$ cat src/rtl/regfile_dump_reader.sv
// Debug/checkpoint reader: on start, walks the register file read port in ascending
// order and streams each captured value out over a valid/ready handshake.
module regfile_dump_reader #(
    parameter int NUM_REGS = 32,
    parameter int ADDR_W   = 5,
    parameter int DATA_W   = 32,
    parameter int SKIP_R0  = 1
) (
    input  logic              clk,
    input  logic              clrn,
    input  logic              start,
    output logic [ADDR_W-1:0] rd_addr,
    input  logic [DATA_W-1:0] rd_data,
    output logic              out_valid,
    input  logic              out_ready,
    output logic [DATA_W-1:0] out_data,
    output logic [ADDR_W-1:0] out_index,
    output logic              busy,
    output logic              done
);

    typedef enum logic [1:0] {
        IDLE,
        READ,
        SEND,
        DONE
    } state_t;

    localparam logic [ADDR_W-1:0] FIRST_IDX = (SKIP_R0 != 0) ? ADDR_W'(1) : '0;
    localparam logic [ADDR_W-1:0] LAST_IDX  = ADDR_W'(NUM_REGS - 1);

    state_t            state;
    logic [ADDR_W-1:0] idx;

    // NOTE: all state and outputs are registers updated with <= so every
    // process reads the pre-edge values regardless of statement order.
    always_ff @(posedge clk or negedge clrn) begin
        if (!clrn) begin
            state     <= IDLE;
            idx       <= '0;
            rd_addr   <= '0;
            out_valid <= 1'b0;
            out_data  <= '0;
            out_index <= '0;
            busy      <= 1'b0;
            done      <= 1'b0;
        end else begin
            case (state)
                IDLE: begin
                    done <= 1'b0;
                    if (start) begin
                        idx     <= FIRST_IDX;
                        rd_addr <= FIRST_IDX;
                        busy    <= 1'b1;
                        state   <= READ;
                    end
                end
                READ: begin
                    // rd_data is combinational off rd_addr, so it is valid this cycle.
                    out_data  <= rd_data;
                    out_index <= idx;
                    out_valid <= 1'b1;
                    state     <= SEND;
                end
                SEND: begin
                    if (out_ready) begin
                        out_valid <= 1'b0;
                        if (idx == LAST_IDX) begin
                            busy  <= 1'b0;
                            done  <= 1'b1;
                            state <= DONE;
                        end else begin
                            idx     <= idx + 1'b1;
                            rd_addr <= idx + 1'b1;
                            state   <= READ;
                        end
                    end
                end
                DONE: begin
                    done  <= 1'b0;
                    state <= IDLE;
                end
                default: begin
                    out_valid <= 1'b0;
                    busy      <= 1'b0;
                    done      <= 1'b0;
                    state     <= IDLE;
                end
            endcase
        end
    end

endmodule

$ cat config.mk
export PLATFORM = sky130hd
export DESIGN_NAME = regfile_dump_reader
export DESIGN_NICKNAME = d
export VERILOG_FILES = /design/src/rtl/regfile_dump_reader.sv
export SDC_FILE = /design/constraint.sdc
export NUM_CORES = 1
export LEC_CHECK = 0
export CAP_MARGIN = 20
export CORE_ASPECT_RATIO = 1.4
export CORE_MARGIN = 4
export CORE_UTILIZATION = 38
export CTS_CLUSTER_DIAMETER = 30
export CTS_CLUSTER_SIZE = 30
export DETAILED_ROUTE_END_ITERATION = 10
export GPL_TIMING_DRIVEN = 0
export PLACE_DENSITY_LB_ADDON = 0.2
export SYNTH_ARGS = -nofsm -noshare
export SYNTH_HDL_FRONTEND = slang
export SYNTH_SLANG_ARGS = --single-unit
export TNS_END_PERCENT = 10
$ cat constraint.sdc
create_clock -name clk -period 2.25 [get_ports clk]
set_clock_uncertainty 0.15 [all_clocks]
set_input_delay 0.225 -clock clk [delete_from_list [all_inputs] [get_ports clk]]
set_output_delay 0.225 -clock clk [all_outputs]
set_load 0.02 [all_outputs]
==> impl_metrics.env, run 1 <==
export IMPL_antennaDiodeCount=0
export IMPL_syn_area_per_cell_sq_um=14.52
export IMPL_io_buffer_count=80
export IMPL_status="finished clean"
export IMPL_relSlewSlack_pct=61.23
export IMPL_fp_dieW_um=68.03
export IMPL_grt_start_max_net_pins=39
export IMPL_drc=0
export IMPL_worstReg2RegEnd="idx[3]$_DFFE_PN0P_"
export IMPL_finalSetupViolCount=0
export IMPL_drive_gt1_share_pct=26.79
export IMPL_synthCells=132
export IMPL_max_cap_violations=0
export IMPL_leakage_nw=1.248
export IMPL_synth_edf_count=0
export IMPL_grt_pass1_wl_um=7113
export IMPL_ys_ff_latch=47
export IMPL_stdcell_area_sq_um=2978
export IMPL_cts_inserted_buffers=5
export IMPL_rr_worst_depth=7
export IMPL_clockBufferDepth=2
export IMPL_final_hold_viol_count=0
export IMPL_worst_slew_pin_slew_ns=0.5816
export IMPL_ant_nets=0
export IMPL_worstSkewPairLatency_ns=0.28
export IMPL_endpoint_kind="flop"
export IMPL_async_flop_share_pct=100.0
export IMPL_core_sq_um=4880
export IMPL_cp_arrival_ns=2.24
export IMPL_synthFlopType="dfrtp_1"
export IMPL_row_count=30
export IMPL_io_pins=81
export IMPL_synth_top_area_share_pct=61.36
export IMPL_r2r_start="idx[1]$_DFFE_PN0P_"
export IMPL_min_path_type="primary input to async pin"
export IMPL_slowest_delay_ns=0.51
export IMPL_cts_sinks=47
export IMPL_fin_tns_setup_ns=0
export IMPL_synth_top_cell_by_area="dfrtp_1"
export IMPL_post_dp_cell_area_sq_um=2815
export IMPL_grtUsageTotal_pct=15.01
export IMPL_required_ns=2.33
export IMPL_ys_warn_count=0
export IMPL_syn_nets=174
export IMPL_slowest_stage="or4b_1"
export IMPL_antenna_found_initial=0
export IMPL_p_per_area_nw_per_um2=1434
export IMPL_area_delta_synth_final_pct=55.35
export IMPL_fin_crit_ns=2.163
export IMPL_die_h_um=92.04
export IMPL_max_freq_ghz=0.4622
export IMPL_grt_pass1_vias=1508
export IMPL_start_util_pct=39.28
export IMPL_start_kind="flop"
export IMPL_drt_iter0_markers=23
export IMPL_yosysMostFrequentCell="dfrtp_1"
export IMPL_viasPerCell=4.840
export IMPL_overflow=0
export IMPL_ys_types=23
export IMPL_crit_chain="ha_4 -> and3_4 -> ha_2 -> nand2b_4 -> a211o_1 -> or4b_1 -> nand3_1"
export IMPL_finalCritPeriodShare_pct=96.15
export IMPL_cts_tree="built"
export IMPL_seq_area_frac_synth_pct=61.36
export IMPL_rsz0062_at_grt="false"
export IMPL_first_pass_iters=4
export IMPL_path_clk_slew_ns=0.08
export IMPL_routabilityCongestion=0.8415
export IMPL_reg2reg_slack_ns=0.09
export IMPL_htreeDepth=2
export IMPL_critical_path_class="flop to flop"
export IMPL_num_vias=1394
export IMPL_netlist_top_cells_area="dfrtp_1 (61%), mux2_2 (22%), ha_1 (3.9%), nor2_1 (1.2%), a21oi_1 (1.0%)"
export IMPL_dp_hpwl_um=3425
export IMPL_slew_viol_final=0
export IMPL_wirelength_um=4480
export IMPL_wire_per_inst_um=15.56
export IMPL_synth_top_cells_by_count="dfrtp_1 (47), mux2_2 (38), ha_1 (6), nor2_1 (6)"
export IMPL_ir_drop_uv=585.9
export IMPL_die_area_sq_um=6261
export IMPL_critPathMaxFanout=4
export IMPL_netlist_area_sq_um=1917
export IMPL_nets=266
export IMPL_root_buffer="clkbuf_8"
==> critical path, delay by kind of cell, from the launching register on <==
kind | cells | cell delay [ns]
AOI/OAI and AO/OA | 1 | 0.29
adders and majority gates | 2 | 0.33
DFF | 1 | 0.43
and+or+nand+nor | 4 | 0.91
==> sequential cells by signal (all words and copies together), names as in the netlist <==
name and flops:
idx 5, done 1, out_valid 1, out_index 5, busy 1, out_data 32, state 2
==> report_power, final <==
part           switching (mW)  internal, mW
Combinational            1.05          1.20
Sequential              0.208          1.23
Clock                   0.253         0.326
Total                    1.51          2.75
==> stage by stage <==
stage / utilization, % / total power [mW] / hold WS, ns / worst slack [ns] / instances
global route: 61.03 / 4.546 / 0.1807 / 0.001494 / 288
finish: 61.03 / 4.269 / 0.1862 / 0.08652 / 288
floorplan: - / 2.664 / -0.2206 / 0.01067 / 132
CTS: 60.62 / 4.311 / 0.1785 / 0.0009035 / 288
detailed placement: 57.69 / 3.679 / -0.04500 / -0.07700 / 277
global placement: 57.38 / 3.588 / 0.3392 / -0.5006 / 276
==> layout by cell type (no fill, tap or decap), types with 2 or more instances in the layout <==
cell,netlist,routed
clkdlybuf4s50_1,0,79
dfrtp_2,0,2
a22o_2,2,2
nand2_1,3,3
buf_4,0,3
inv_1,3,3
a211oi_1,2,2
buf_2,2,3
o21ai_0,2,2
clkbuf_1,3,3
nand3_1,4,4
ha_1,6,4
dfrtp_1,47,45
clkbuf_8,0,5
nor2_1,6,6
a21oi_1,4,4
mux2_2,38,38
==> metal layers <==
layer / global-route usage, % / vias to the layer above / wire [um]
met5: 0 / - / 0
met4: 4.478 / 0 / 42
met3: 3.922 / 4 / 264
met2: 26.63 / 56 / 2481
met1: 17.01 / 683 / 1692
li1: - / 651 / -
==> what timing repair did <==
item                       4_1_cts  5_1_grt
buffers inserted                 3        0
pin swaps                        1        4
gates resized for setup          1        5
setup endpoints to repair        1        3
hold endpoints to repair        47        0
hold buffers                     1        0
==> logic make-up (layout without fill, tap and decap cells) <==
group                    Yosys count  in the layout  share of synthesized area (%)
AO/OA/AOI/OAI                     13             13                          4.765
multiplexers                      38             38                          22.32
buffers and inverters              8            100                          1.697
AND/OR/NAND/NOR                   20             20                          5.941
flip-flops                        47             47                          61.36
adder cells (fa/ha/maj)            6              6                          3.916
==> cell type report <==
| cell class | count | area, sq um |
|---|---|---|
| flip-flops and latches | 47 | 1179 |
| inverters | 3 | 11.26 |
| repair buffers | 85 | 848.3 |
| multi-input cells | 77 | 735.7 |
| fillers | 413 | 1902 |
| well taps | 64 | 80.08 |
| clock buffers | 6 | 72.57 |
| clock inverters | 1 | 30.03 |
| plain buffers | 5 | 21.27 |
==> how the worst max path moves through the flow <==
stage / start / end / slack, ns
floorplan: idx[0]$_DFFE_PN0P_ / idx[3]$_DFFE_PN0P_ / 0.01
global placement: clrn / idx[1]$_DFFE_PN0P_ / -0.50
detailed placement: idx[0]$_DFFE_PN0P_ / idx[3]$_DFFE_PN0P_ / -0.08
CTS: idx[0]$_DFFE_PN0P_ / idx[3]$_DFFE_PN0P_ / 0.0009
global route: state[1]$_DFFE_PN0P_ / out_data[21]$_DFFE_PN0P_ / 0.001
finish: idx[1]$_DFFE_PN0P_ / idx[3]$_DFFE_PN0P_ / 0.09
(Power assumes the default switching activity.)
==> run 2, diff against run 1 <==
--- a/config.mk
+++ b/config.mk
@@ -8,10 +8,12 @@
 export CAP_MARGIN = 20
 export CORE_ASPECT_RATIO = 1.4
 export CORE_MARGIN = 4
-export CORE_UTILIZATION = 38
+export CORE_UTILIZATION = 55
 export CTS_CLUSTER_DIAMETER = 30
 export CTS_CLUSTER_SIZE = 30
 export DETAILED_ROUTE_END_ITERATION = 10
+export DONT_BUFFER_PORTS = 1
+export GPL_ROUTABILITY_DRIVEN = 0
 export GPL_TIMING_DRIVEN = 0
 export PLACE_DENSITY_LB_ADDON = 0.2
 export SYNTH_ARGS = -nofsm -noshare
==> run 2 against run 1 <==
Compared with the run above:
- the run now ends with setup timing left
- critical path depth stayed put
- total power decreased by 19%
- worst setup slack got worse by 0.089 ns
- final area shrank 18%
- routed wire length is 12% lower
- highest routed layer unchanged
==> impl_metrics.env, run 2 (synthesized netlist as in run 1, its figures left out) <==
export IMPL_grt_start_max_net_pins=48
export IMPL_fin_crit_ns=2.253
export IMPL_worstSkewPairLatency_ns=0.29
export IMPL_wire_per_inst_um=18.15
export IMPL_crit_chain="ha_4 -> and3_1 -> ha_1 -> nand2b_4 -> a211o_1 -> or4b_1 -> nand3_1"
export IMPL_max_freq_ghz=0.4439
export IMPL_grtUsageTotal_pct=18.44
export IMPL_fp_dieW_um=57.90
export IMPL_final_core_util_pct=72.44
export IMPL_holdWs_ns=0.006590
export IMPL_drt_iter0_markers=32
export IMPL_layout_common_cells="dfrtp_1 (45), mux2_2 (38), dlygate4sd3_1 (34), nor2_1 (6)"
export IMPL_path_clk_slew_ns=0.08
export IMPL_clockBufferDepth=2
export IMPL_die_area_sq_um=4507
export IMPL_nets=217
export IMPL_num_vias=1202
export IMPL_drive_gt1_share_pct=31.82
export IMPL_final_common_cell="dfrtp_1"
export IMPL_drc=0
export IMPL_io_pins=81
export IMPL_min_path_type="primary input to flop"
export IMPL_row_count=25
export IMPL_viasPerCell=5.565
export IMPL_start_util_pct=56.74
export IMPL_cpLargestDelayFamily="simple AND/OR/NAND/NOR gates"
export IMPL_io_buffer_count=0
export IMPL_overflow=0
export IMPL_start_kind="flop"
export IMPL_slowest_delay_ns=0.50
export IMPL_root_buffer="clkbuf_8"
export IMPL_status="complete, but fails checks"
export IMPL_core_sq_um=3378
export IMPL_fin_tns_setup_ns=-0.002662
export IMPL_wirelength_um=3921
export IMPL_grt_pass1_wl_um=6147
export IMPL_cts_sinks=47
export IMPL_antenna_found_initial=0
export IMPL_final_hold_viol_count=0
export IMPL_crit_buf_inv=0
export IMPL_required_ns=2.33
export IMPL_power_mw=3.446
export IMPL_dp_hpwl_um=2526
export IMPL_setup_ws_ns=-0.002662
export IMPL_cts_inserted_buffers=5
export IMPL_max_cap_violations=0
export IMPL_htreeDepth=2
export IMPL_cp_arrival_ns=2.34
export IMPL_stdcell_area_sq_um=2447
export IMPL_antennaDiodeCount=0
export IMPL_post_dp_cell_area_sq_um=1969
export IMPL_ir_drop_uv=1039
export IMPL_slowest_stage="dfrtp_2"
export IMPL_grt_pass1_vias=1269
export IMPL_largest_reg_flops=32
export IMPL_critPathMaxFanout=6
export IMPL_reg_largest_list="out_data (32), idx (5), out_index (5)"
export IMPL_area_delta_synth_final_pct=27.68
export IMPL_critical_path_class="flop to flop"
export IMPL_die_h_um=77.85
export IMPL_p_per_area_nw_per_um2=1408
export IMPL_endpoint_kind="flop"
export IMPL_leakage_nw=1.069
export IMPL_worst_slew_pin_slew_ns=0.5180
export IMPL_first_pass_iters=4
export IMPL_slew_viol_final=0
export IMPL_top_register="out_data"
export IMPL_ant_nets=0
export IMPL_finalSetupViolCount=1
export IMPL_relSlewSlack_pct=65.47
export IMPL_rsz0062_at_grt="true"
export IMPL_violations="setup timing"
export IMPL_cts_tree="built"
export IMPL_finalCritPeriodShare_pct=100.1
==> run 2: cell type report <==
| class | count | area (sq um) |
|---|---|---|
| flip-flops and latches | 47 | 1179 |
| fillers | 228 | 930.9 |
| multi-input cells | 77 | 728.2 |
| repair buffers | 36 | 375.4 |
| clock buffers | 7 | 76.32 |
| well taps | 40 | 50.05 |
| plain buffers | 5 | 22.52 |
| inverters | 3 | 11.26 |
| clock inverters | 1 | 5.005 |
==> run 2: layer usage <==
| metal | up-vias | GRT usage, % | part of all wire, % |
|---|---|---|---|
| met1 | 587 | 19.05 | 35 |
| met4 | 0 | 9.049 | 1.7 |
| met3 | 6 | 8.153 | 10 |
| met5 | - | 0 | 0 |
| li1 | 554 | - | - |
| met2 | 55 | 31.00 | 53 |
==> run 2: per-stage QoR <==
step	cells	setup WS, ns
after floorplan	132	0.01067
after global placement	172	-0.1035
after detailed placement	172	-0.1124
after CTS	216	0.009742
after global routing	216	-0.05197
final	216	-0.002662
==> run 2: report_power, final <==
part           switching (mW)  total, mW  internal (mW)
clock network           0.256      0.474          0.218
logic                   0.420       1.01          0.588
registers               0.735       1.96           1.23
==> run 2: worst paths after layout <==
path	to	slack (ns)	depth (start not counted)	from
min in group asynchronous	out_index[2]$_DFFE_PN0P_	0.29	2	clrn
worst min register to register	state[1]$_DFFE_PN0P_	0.41	2	state[1]$_DFFE_PN0P_
worst max register to register	idx[3]$_DFFE_PN0P_	-0.003	7	idx[0]$_DFFE_PN0P_
worst min-delay path	busy$_DFFE_PN0P_	0.007	2	start
max in group asynchronous	idx[0]$_DFFE_PN0P_	1.45	2	clrn
worst max-delay path	idx[3]$_DFFE_PN0P_	-0.003	7	idx[0]$_DFFE_PN0P_
==> run 2: repair_timing <==
action | 4_1_cts | 5_1_grt
hold buffers | 35 | 0
pin swaps | 1 | 0
hold endpoints to repair | 80 | 0
endpoints found under the setup margin | 1 | 20
cloned | 0 | 0
setup buffers | 1 | 0
resized for setup | 3 | 2
==> RTL edit, RTL diff (settings of run 1) <==
Set the parameter `DATA_W` to 16 (it was 32).
--- a/src/rtl/regfile_dump_reader.sv
+++ b/src/rtl/regfile_dump_reader.sv
@@ -4,5 +4,5 @@
     parameter int NUM_REGS = 32,
     parameter int ADDR_W   = 5,
-    parameter int DATA_W   = 32,
+    parameter int DATA_W   = 16,
     parameter int SKIP_R0  = 1
 ) (
Ports: changed (resized out_data and rd_data); port bits go from 81 to 49. The function was not compared with the original's and may differ.
==> RTL edit against run 1 <==
Sequential power is 36% lower. Worst setup slack got worse by 0.044 ns. Sequential cell count down 16. Wire length down 35%. Total power down 34%. Design area down 32%. Synthesized area is 31% lower.
==> RTL edit: results <==
place:
  dp.cells: 187
  place_ws_ns: -0.0617
  globalplace.congestion: 0.839
  io_buffers: 48
  dpl-instance-area_um2: 1890
layout:
  layout-drive-gt1-share: 0.258
  largestRegisters: "out_data: 16 flops, idx: 5 flops, out_index: 5 flops"
  final_cells: 199
  layout.nets: 184
power_and_ir_drop:
  leakage_nw: 0.876
  swShare: 0.355
global_routing:
  grt_usage: 0.140
  grt_max_degree: 18
  grt_pass1_wl_um: 4800
synth:
  synthAdderAreaFrac: 0.0566
  ys_seq_area_frac: 0.585
  synth_commonest_cells: "dfrtp_1, mux2_2, ha_1, nor2_1"
  postSynthAreaPerCell_um2: 13.5
  synth_nets: 124
outcome:
  status: "complete, no violations"
clocking:
  clk_pin_slew_ns: 0.06
timing:
  holdWs_ns: 0.247
  timing.final.crit_share: 0.981
drt:
  drtIter0Drc: 14
worst_setup_path:
  reg2reg_slack_ns: 0.04
  critical_path_arrival_ns: 2.28
  max_stage_delay_ns: 0.47
## RTL edit: layer usage
metal / global-route usage / vias to the layer above / share of wire
met2: 0.236 / 32 / 0.52
met3: 0.0599 / 8 / 0.082
li1: - / 471 / -
met5: 0 / - / 0
met4: 0.0626 / 0 / 0.020
met1: 0.147 / 471 / 0.38
## RTL edit: power by group through the flow
| stage | combinational [mW] | sequential (mW) | clock (mW) |
|---|---|---|---|
| 2_1_floorplan | 0.527 | 1.19 | 0 |
| 5_1_grt | 1.52 | 0.957 | 0.520 |
| 3_5_place_dp | 1.38 | 0.941 | 0 |
| 4_1_cts | 1.42 | 0.924 | 0.491 |
| 6_report | 1.42 | 0.920 | 0.477 |
| 3_3_place_gp | 1.35 | 0.926 | 0 |
## RTL edit: logic make-up after synthesis
group,count (synthesis)
muxes,22
and+or+nand+nor,20
AOI/OAI and AO/OA,13
DFF,31
buffers and inverters,6
adders and majority gates,6
## RTL edit: what timing repair did
action | CTS | global route
gates cloned | 0 | 0
gates resized for setup | 1 | 1
endpoints found under the setup margin | 1 | 1
pin swaps | 1 | 0
buffers inserted | 2 | 2
## RTL edit: worst reg2reg max path: stages, from the launching register on
cell      delay [ns]
dfrtp_2         0.42
ha_2            0.18
and3_1          0.16
ha_1            0.19
nand2b_4        0.16
a211o_1         0.31
or4b_1          0.47
nand3_1         0.10
## RTL edit: layout make-up
type	count	area (um2)	share of cell area
flip-flops and latches	31	778	0.384
multi-input cells	61	538	0.265
repair buffers	53	538	0.265
clock buffers	8	100	0.0494
well taps	40	50.0	0.0247
plain buffers	3	11.3	0.00556
inverters	3	11.3	0.00556
